File: config.mk
export PLATFORM = sky130hd
export DESIGN_NAME = codec_cfg_arbiter
export DESIGN_NICKNAME = d
export VERILOG_FILES = /design/src/rtl/codec_cfg_arbiter.sv
export SDC_FILE = /design/constraint.sdc
export NUM_CORES = 1
export LEC_CHECK = 0
export CAP_MARGIN = 10
export CORE_ASPECT_RATIO = 0.75
export CORE_MARGIN = 2
export CORE_UTILIZATION = 51
export CTS_CLUSTER_DIAMETER = 60
export DETAILED_ROUTE_END_ITERATION = 8
export PLACE_DENSITY = 0.84
export SETUP_SLACK_MARGIN = 0.5
export SLEW_MARGIN = 30
export SYNTH_ARGS = -nofsm -noshare
export SYNTH_HDL_FRONTEND = slang
export SYNTH_SLANG_ARGS = --single-unit
File: constraint.sdc
create_clock -name i_clk100k -period 5.4 [get_ports i_clk100k]
set_clock_uncertainty 0.1 [all_clocks]
set_input_delay 1.08 -clock i_clk100k [delete_from_list [all_inputs] [get_ports i_clk100k]]
set_output_delay 1.08 -clock i_clk100k [all_outputs]
set_load 0.01 [all_outputs]
File: src/rtl/codec_cfg_arbiter.sv
// Two-requester arbiter in front of the single-word WM8731 I2C write engine.
// Issues one 16-bit codec word at a time, retries on NACK/timeout, keeps a sticky error.
module codec_cfg_arbiter #(
  parameter int unsigned MAX_RETRY      = 3,
  parameter int unsigned TIMEOUT_CYCLES = 256,
  parameter int unsigned BACKOFF_CYCLES = 16,
  parameter int unsigned STARVE_LIMIT   = 4
) (
  input  logic        i_clk100k,
  input  logic        i_rst,
  input  logic        i_req0_valid,
  input  logic [15:0] i_req0_word,
  output logic        o_req0_ready,
  input  logic        i_req1_valid,
  input  logic [15:0] i_req1_word,
  output logic        o_req1_ready,
  output logic        o_xfer_start,
  output logic [15:0] o_xfer_word,
  input  logic        i_xfer_done,
  input  logic        i_xfer_ack,
  output logic        o_cmd_done,
  output logic        o_busy,
  output logic        o_err,
  output logic [15:0] o_err_word,
  output logic        o_err_src,
  input  logic        i_err_clr
);

  localparam int unsigned RW = $clog2(MAX_RETRY + 1);
  localparam int unsigned TW = $clog2(TIMEOUT_CYCLES + 1);
  localparam int unsigned BW = $clog2(BACKOFF_CYCLES + 1);
  localparam int unsigned SW = $clog2(STARVE_LIMIT + 1);

  localparam logic [RW-1:0] RETRY_MAX    = RW'(MAX_RETRY);
  localparam logic [TW-1:0] TIMEOUT_LAST = TW'(TIMEOUT_CYCLES - 1);
  localparam logic [BW-1:0] BACKOFF_LAST = BW'(BACKOFF_CYCLES - 1);
  localparam logic [SW-1:0] STARVE_MAX   = SW'(STARVE_LIMIT);

  typedef enum logic [2:0] {
    S_IDLE,
    S_ISSUE,
    S_WAIT,
    S_BACKOFF,
    S_FAIL
  } state_t;

  state_t        r_state;
  state_t        w_next;
  logic [15:0]   r_word;
  logic          r_src;
  logic [RW-1:0] r_retry_cnt;
  logic [TW-1:0] r_timeout_cnt;
  logic [BW-1:0] r_backoff_cnt;
  logic [SW-1:0] r_starve_cnt;
  logic          r_cmd_done;
  logic          r_err;
  logic [15:0]   r_err_word;
  logic          r_err_src;

  logic          w_starved;
  logic          w_sel0;
  logic          w_sel1;
  logic          w_grant0;
  logic          w_grant1;
  logic          w_attempt_fail;

  // Selection folds in valid so ready never asserts toward an idle requester.
  assign w_starved = (r_starve_cnt == STARVE_MAX);
  assign w_sel0    = i_req0_valid && !(i_req1_valid && w_starved);
  assign w_sel1    = i_req1_valid && (!i_req0_valid || w_starved);
  assign w_grant0  = (r_state == S_IDLE) && w_sel0;
  assign w_grant1  = (r_state == S_IDLE) && w_sel1;

  always_comb begin
    w_next         = r_state;
    w_attempt_fail = 1'b0;
    case (r_state)
      S_IDLE: begin
        if (w_grant0 || w_grant1) w_next = S_ISSUE;
      end
      S_ISSUE: begin
        w_next = S_WAIT;
      end
      S_WAIT: begin
        if (i_xfer_done && i_xfer_ack) begin
          w_next = S_IDLE;
        end else if (i_xfer_done || (r_timeout_cnt == TIMEOUT_LAST)) begin
          w_attempt_fail = 1'b1;
          w_next         = (r_retry_cnt == RETRY_MAX) ? S_FAIL : S_BACKOFF;
        end
      end
      S_BACKOFF: begin
        if (r_backoff_cnt == BACKOFF_LAST) w_next = S_ISSUE;
      end
      S_FAIL: begin
        w_next = S_IDLE;
      end
      default: begin
        w_next = S_IDLE;
      end
    endcase
  end

  always_ff @(posedge i_clk100k or posedge i_rst) begin
    if (i_rst) begin
      r_state       <= S_IDLE;
      r_word        <= '0;
      r_src         <= 1'b0;
      r_retry_cnt   <= '0;
      r_timeout_cnt <= '0;
      r_backoff_cnt <= '0;
      r_starve_cnt  <= '0;
      r_cmd_done    <= 1'b0;
      r_err_word    <= '0;
      r_err_src     <= 1'b0;
    end else begin
      r_state    <= w_next;
      r_cmd_done <= 1'b0;
      case (r_state)
        S_IDLE: begin
          if (w_grant0 || w_grant1) begin
            r_word      <= w_grant1 ? i_req1_word : i_req0_word;
            r_src       <= w_grant1;
            r_retry_cnt <= '0;
            if (w_grant0 && i_req1_valid) begin
              if (!w_starved) r_starve_cnt <= r_starve_cnt + 1'b1;
            end else begin
              r_starve_cnt <= '0;
            end
          end
        end
        S_ISSUE: begin
          r_timeout_cnt <= '0;
        end
        S_WAIT: begin
          r_timeout_cnt <= r_timeout_cnt + 1'b1;
          if (i_xfer_done && i_xfer_ack) begin
            r_cmd_done <= 1'b1;
          end else if (w_attempt_fail) begin
            r_backoff_cnt <= '0;
            if (r_retry_cnt != RETRY_MAX) r_retry_cnt <= r_retry_cnt + 1'b1;
          end
        end
        S_BACKOFF: begin
          r_backoff_cnt <= r_backoff_cnt + 1'b1;
        end
        S_FAIL: begin
          r_err_word <= r_word;
          r_err_src  <= r_src;
          r_cmd_done <= 1'b1;
        end
        default: begin
          r_cmd_done <= 1'b0;
        end
      endcase
    end
  end

  // Setting from S_FAIL takes priority over a coincident clear.
  always_ff @(posedge i_clk100k or posedge i_rst) begin
    if (i_rst) begin
      r_err <= 1'b0;
    end else if (r_state == S_FAIL) begin
      r_err <= 1'b1;
    end else if (i_err_clr) begin
      r_err <= 1'b0;
    end
  end

  assign o_req0_ready = w_grant0;
  assign o_req1_ready = w_grant1;
  assign o_xfer_start = (r_state == S_ISSUE);
  assign o_xfer_word  = r_word;
  assign o_cmd_done   = r_cmd_done;
  assign o_busy       = (r_state != S_IDLE);
  assign o_err        = r_err;
  assign o_err_word   = r_err_word;
  assign o_err_src    = r_err_src;

endmodule

After elaboration in Yosys (flattened, before gate mapping)
Cells that the tools add are included.
{"block": "totals", "memories": 0, "out_inout_bits": 39, "inputBits": 39, "reg_bits": 58, "latchBits": 0, "ram_bits": 0, "rom_bits": 0}
{"block": "op_classes", "add_sub_neg": 4, "n_bitwise": 0, "order_cmp": 0, "n_eq_ne": 16, "n_mux": 25, "shift": 0, "div": 0, "n_reduce_logical": 23, "multipliers": 0}
{"operator": "$mux W3", "count": 7}
{"operator": "$pmux W9 S2", "count": 1}
{"operator": "$mux W16", "count": 1}
{"operator": "$ne A2 B2 Y1 const B", "count": 6}
{"operator": "$pmux W3 S4", "count": 1}
{"operator": "$mux W5", "count": 2}
{"operator": "$pmux W5 S2", "count": 1}
{"operator": "$add A9 B1 Y9 const B", "count": 1}
{"operator": "$eq A9 B8 Y1 const B", "count": 1}
{"operator": "$reduce_and A3 Y1", "count": 3}
{"operator": "$mux W2", "count": 4}
{"operator": "$reduce_bool A2 Y1", "count": 4}
{"operator": "$logic_and A1 B1 Y1", "count": 7}
{"operator": "$eq A3 B2 Y1 const B", "count": 2}
{"operator": "$eq A3 B3 Y1 const B", "count": 2}
{"operator": "$mux W1", "count": 6}
{"operator": "$add A5 B1 Y5 const B", "count": 1}
{"operator": "$eq A5 B4 Y1 const B", "count": 1}
{"operator": "$reduce_and A5 Y1", "count": 1}
{"operator": "$pmux W2 S2", "count": 1}
{"operator": "$add A3 B1 Y3 const B", "count": 1}
{"operator": "$eq A3 B1 Y1 const B", "count": 1}
{"operator": "$logic_not A3 Y1", "count": 1}
{"operator": "$logic_or A1 B1 Y1", "count": 3}
{"operator": "8 further kinds", "count": 9}

Depth between registers and ports, before layout
{"block": "logic_depth", "word_depth": 8, "depth_mapped": 8, "mapped_depth_nobuf": 8}

Worst setup path before layout
OpenSTA, ideal clock, no wires.
{"block": "synth_path", "kind": "input to output", "from": "input i_req1_valid", "to": "output o_req1_ready", "arrival_time_ns": 1.849, "t_required_ns": 4.220, "path_slack_ns": 2.371, "n_path_buf": 2, "stages": 4, "path_cell_list": "a21bo_2 > buf_2 > buf_4 > nor2_1"}
{"block": "synth_between", "elab_chain_len": 2}
{"element": "start: declaration", "line": "14", "rtl": "input logic i_req1_valid,"}
{"element": "$logic_and A1 B1 Y1", "line": "70", "rtl": "assign w_sel1 = i_req1_valid && (!i_req0_valid || w_starved);"}
{"element": "$logic_and A1 B1 Y1", "line": "72", "rtl": "assign w_grant1 = (r_state == S_IDLE) && w_sel1;"}
{"element": "end: declaration", "line": "16", "rtl": "output logic o_req1_ready,"}
Every way passes these cells.

Worst setup path in the final report
Same ends and word-level chain as after synthesis.

==> results.toml <==
[power]
netSwitchingPower_mw = 0.531
switching_share_pct = 34.2
p_int_mw = 1.02
p_total_mw = 1.55
pwr-share-seq_pct = 41.8
vdd_drop_max_v = 0.000248
power.density_nw_per_um2 = 422
clockPowerShare_pct = 24.0
comb_power_share_pct = 34.2
p_leak_nw = 1.75

[floorplanning]
io_pins = 78
core_area_um2 = 4950
rows = 22
initial_core_util_pct = 53.6
die_w_um = 87.3
fp.dieH_um = 66.5
dieArea_um2 = 5810

[sta]
clock.fmax_mhz = 246
setup_viol = 0
drv_slew = 0
layout_worst_path_cycle_share_pct = 75.4
layout_setup_ws_ns = 1.33
worst_pin_slew_ns = 0.771
period_minus_slack_ns = 4.07
hold_violations = 0
slew_headroom_pct = 48.5
setup_tns_ns = 0
rsz0062_at_grt = "false"
holdWs_ns = 0.383

[clock_network]
clk_latency_ns = 0.34
cts_buffers = 9
htree_num_levels = 3
clk_pin_slew_ns = 0.06
cts_tree = "yes"
cts_buffer_depth = 2
ctsHoldBuffers = 0
cts_sinks = 58
cts_setup_buffers = 0
cts_resized = 0
cts-root-buf = "clkbuf_8"

[cells_and_area]
insertedDiodeCount = 0
finalCoreUtilization_pct = 74.1
finalNonFillerCells = 382
final_cell_mix = "77 x clkdlybuf4s50_1, 58 x dfrtp_1, 33 x o21ai_0, 31 x nand2_1, 17 x mux2_2"
fin_area_um2 = 3670
drive_gt1_share_pct = 14.3
final_nets = 364
area_delta_synth_final_pct = 38.3
layout_commonest_cell = "clkdlybuf4s50_1"

[worst_setup_path]
cp.required_ns = 4.22
crit_path_end_kind = "primary output"
cp-start-kind = "input port"
critical-path-max-stage-delay_ns = 0.57
cp_common_cell = "clkdlybuf4s50_1"
critical_path_class = "input port to primary output"
crit_path_top_delay_cell = "clkdlybuf4s50_1"
crit_buf_inv = 2
crit_family = "buffers and inverters"
crit_chain = "clkdlybuf4s50_1 > a21bo_2 > nor2_1 > clkdlybuf4s50_1"
cp_max_fo = 17
crit_arrival_ns = 2.89

[synth]
synth-edff-count = 0
ys.flop_type = "dfrtp_1"
synth_seq_cells = 58
yosys_warnings = 0
synth.avg_cell_area_um2 = 11.3
syn_area_um2 = 2660
syn_nets = 282
ys_types = 42
yosys-top-cells-area = "dfrtp_1 55%, mux2_2 7.2%, o21ai_0 6.2%, mux2i_1 6.0%, nand2_1 4.4%"
synthArstFlopShare_pct = 100
synth_top_area_share_pct = 54.7
yosysSeqAreaShare_pct = 54.7
yosys.area.top_type = "dfrtp_1"
netlist_instances = 236

[route]
drt_wl_total_um = 6030
ant_nets = 0
wl_per_cell_um = 15.8
drtPass1Iterations = 4
via_per_inst = 5.40
drt_iter0_markers = 118
drc_errors = 0
vias = 2062

[global_route]
grt_max_degree = 59
grt_usage_pct = 22.7
grt_remaining_overflow = 0
grt_pass1_wl_um = 9600
antenna_found_initial = 0
grt_pass1_vias = 2072

[placed_design]
hpwl_um = 4250
io_buffers = 77
dp_slack_ns = 1.32
placed_area_um2 = 3480
dp.cells = 367
gp_congestion = 0.756

[hold_path]
hold_path.class = "register to register"

[job]
maxCapViolations = 0

[run_status]
outcome = "finished, final reports clean"
==> flip-flops by register name, summed over array words and instances, names as in the netlist <==
name           count
r_retry_cnt        2
r_state            3
r_starve_cnt       3
r_src              1
r_timeout_cnt      9
r_backoff_cnt      5
o_err_word        16
o_err_src          1
o_cmd_done         1
o_err              1
o_xfer_word       16
==> cell families after synthesis <==
kind of cell    share of synthesized area (%)
flops                                    54.7
simple gates                             12.0
fa+ha+maj                                3.30
compound gates                           12.6
buf+inv                                  3.63
mux                                      13.8
==> cells in the mapped netlist (all sizes together), types with 3 or more instances <==
master  instances
dfrtp          58
o21ai          34
nand2          31
mux2           18
mux2i          16
inv            12
ha              7
buf             5
nor2            5
a31oi           4
and3            4
clkbuf          4
a22o            3
nand3           3
nand4           3
nor2b           3
o31ai           3
==> layer usage <==
metal / routed length (um) / share of wire (%) / up-vias / global-route usage, %
li1: - / - / 1001 / -
met1: 2650 / 44 / 967 / 27.7
met2: 2880 / 48 / 86 / 36.7
met3: 427 / 7.1 / 8 / 9.29
met4: 71 / 1.2 / 0 / 7.31
met5: 0 / 0 / - / 0
==> area by class of cell <==
type | instances | area (um^2)
clock inverters | 2 | 10.0
clock buffers | 13 | 179
repair buffers | 80 | 793
flip-flops and latches | 58 | 1450
well taps | 60 | 75.1
inverters | 12 | 45.0
fillers | 356 | 1280
multi-input cells | 157 | 1120
==> path summary, 6_finish.rpt <==
check / start / to / slack, ns / depth (start not counted)
worst max-delay path: i_req1_valid / o_req1_ready / 1.33 / 4
worst min-delay path: o_err / o_err / 0.38 / 1
worst max register to register: r_timeout_cnt[0] / r_backoff_cnt[3] / 2.91 / 8
worst min register to register: o_err / o_err / 0.38 / 1
max in group asynchronous: i_rst / r_timeout_cnt[2] / 3.52 / 3
min in group asynchronous: i_rst / o_err_word[13] / 1.20 / 3
==> power by group through the flow <==
stage	clock network, mW	logic (mW)	registers [mW]
CTS	0.383	0.536	0.646
global route	0.407	0.594	0.663
global placement	0	0.507	0.641
floorplan	0	0.287	0.645
detailed placement	0	0.530	0.650
finish	0.373	0.529	0.648
Note: power is estimated with default switching activity, not from simulation.
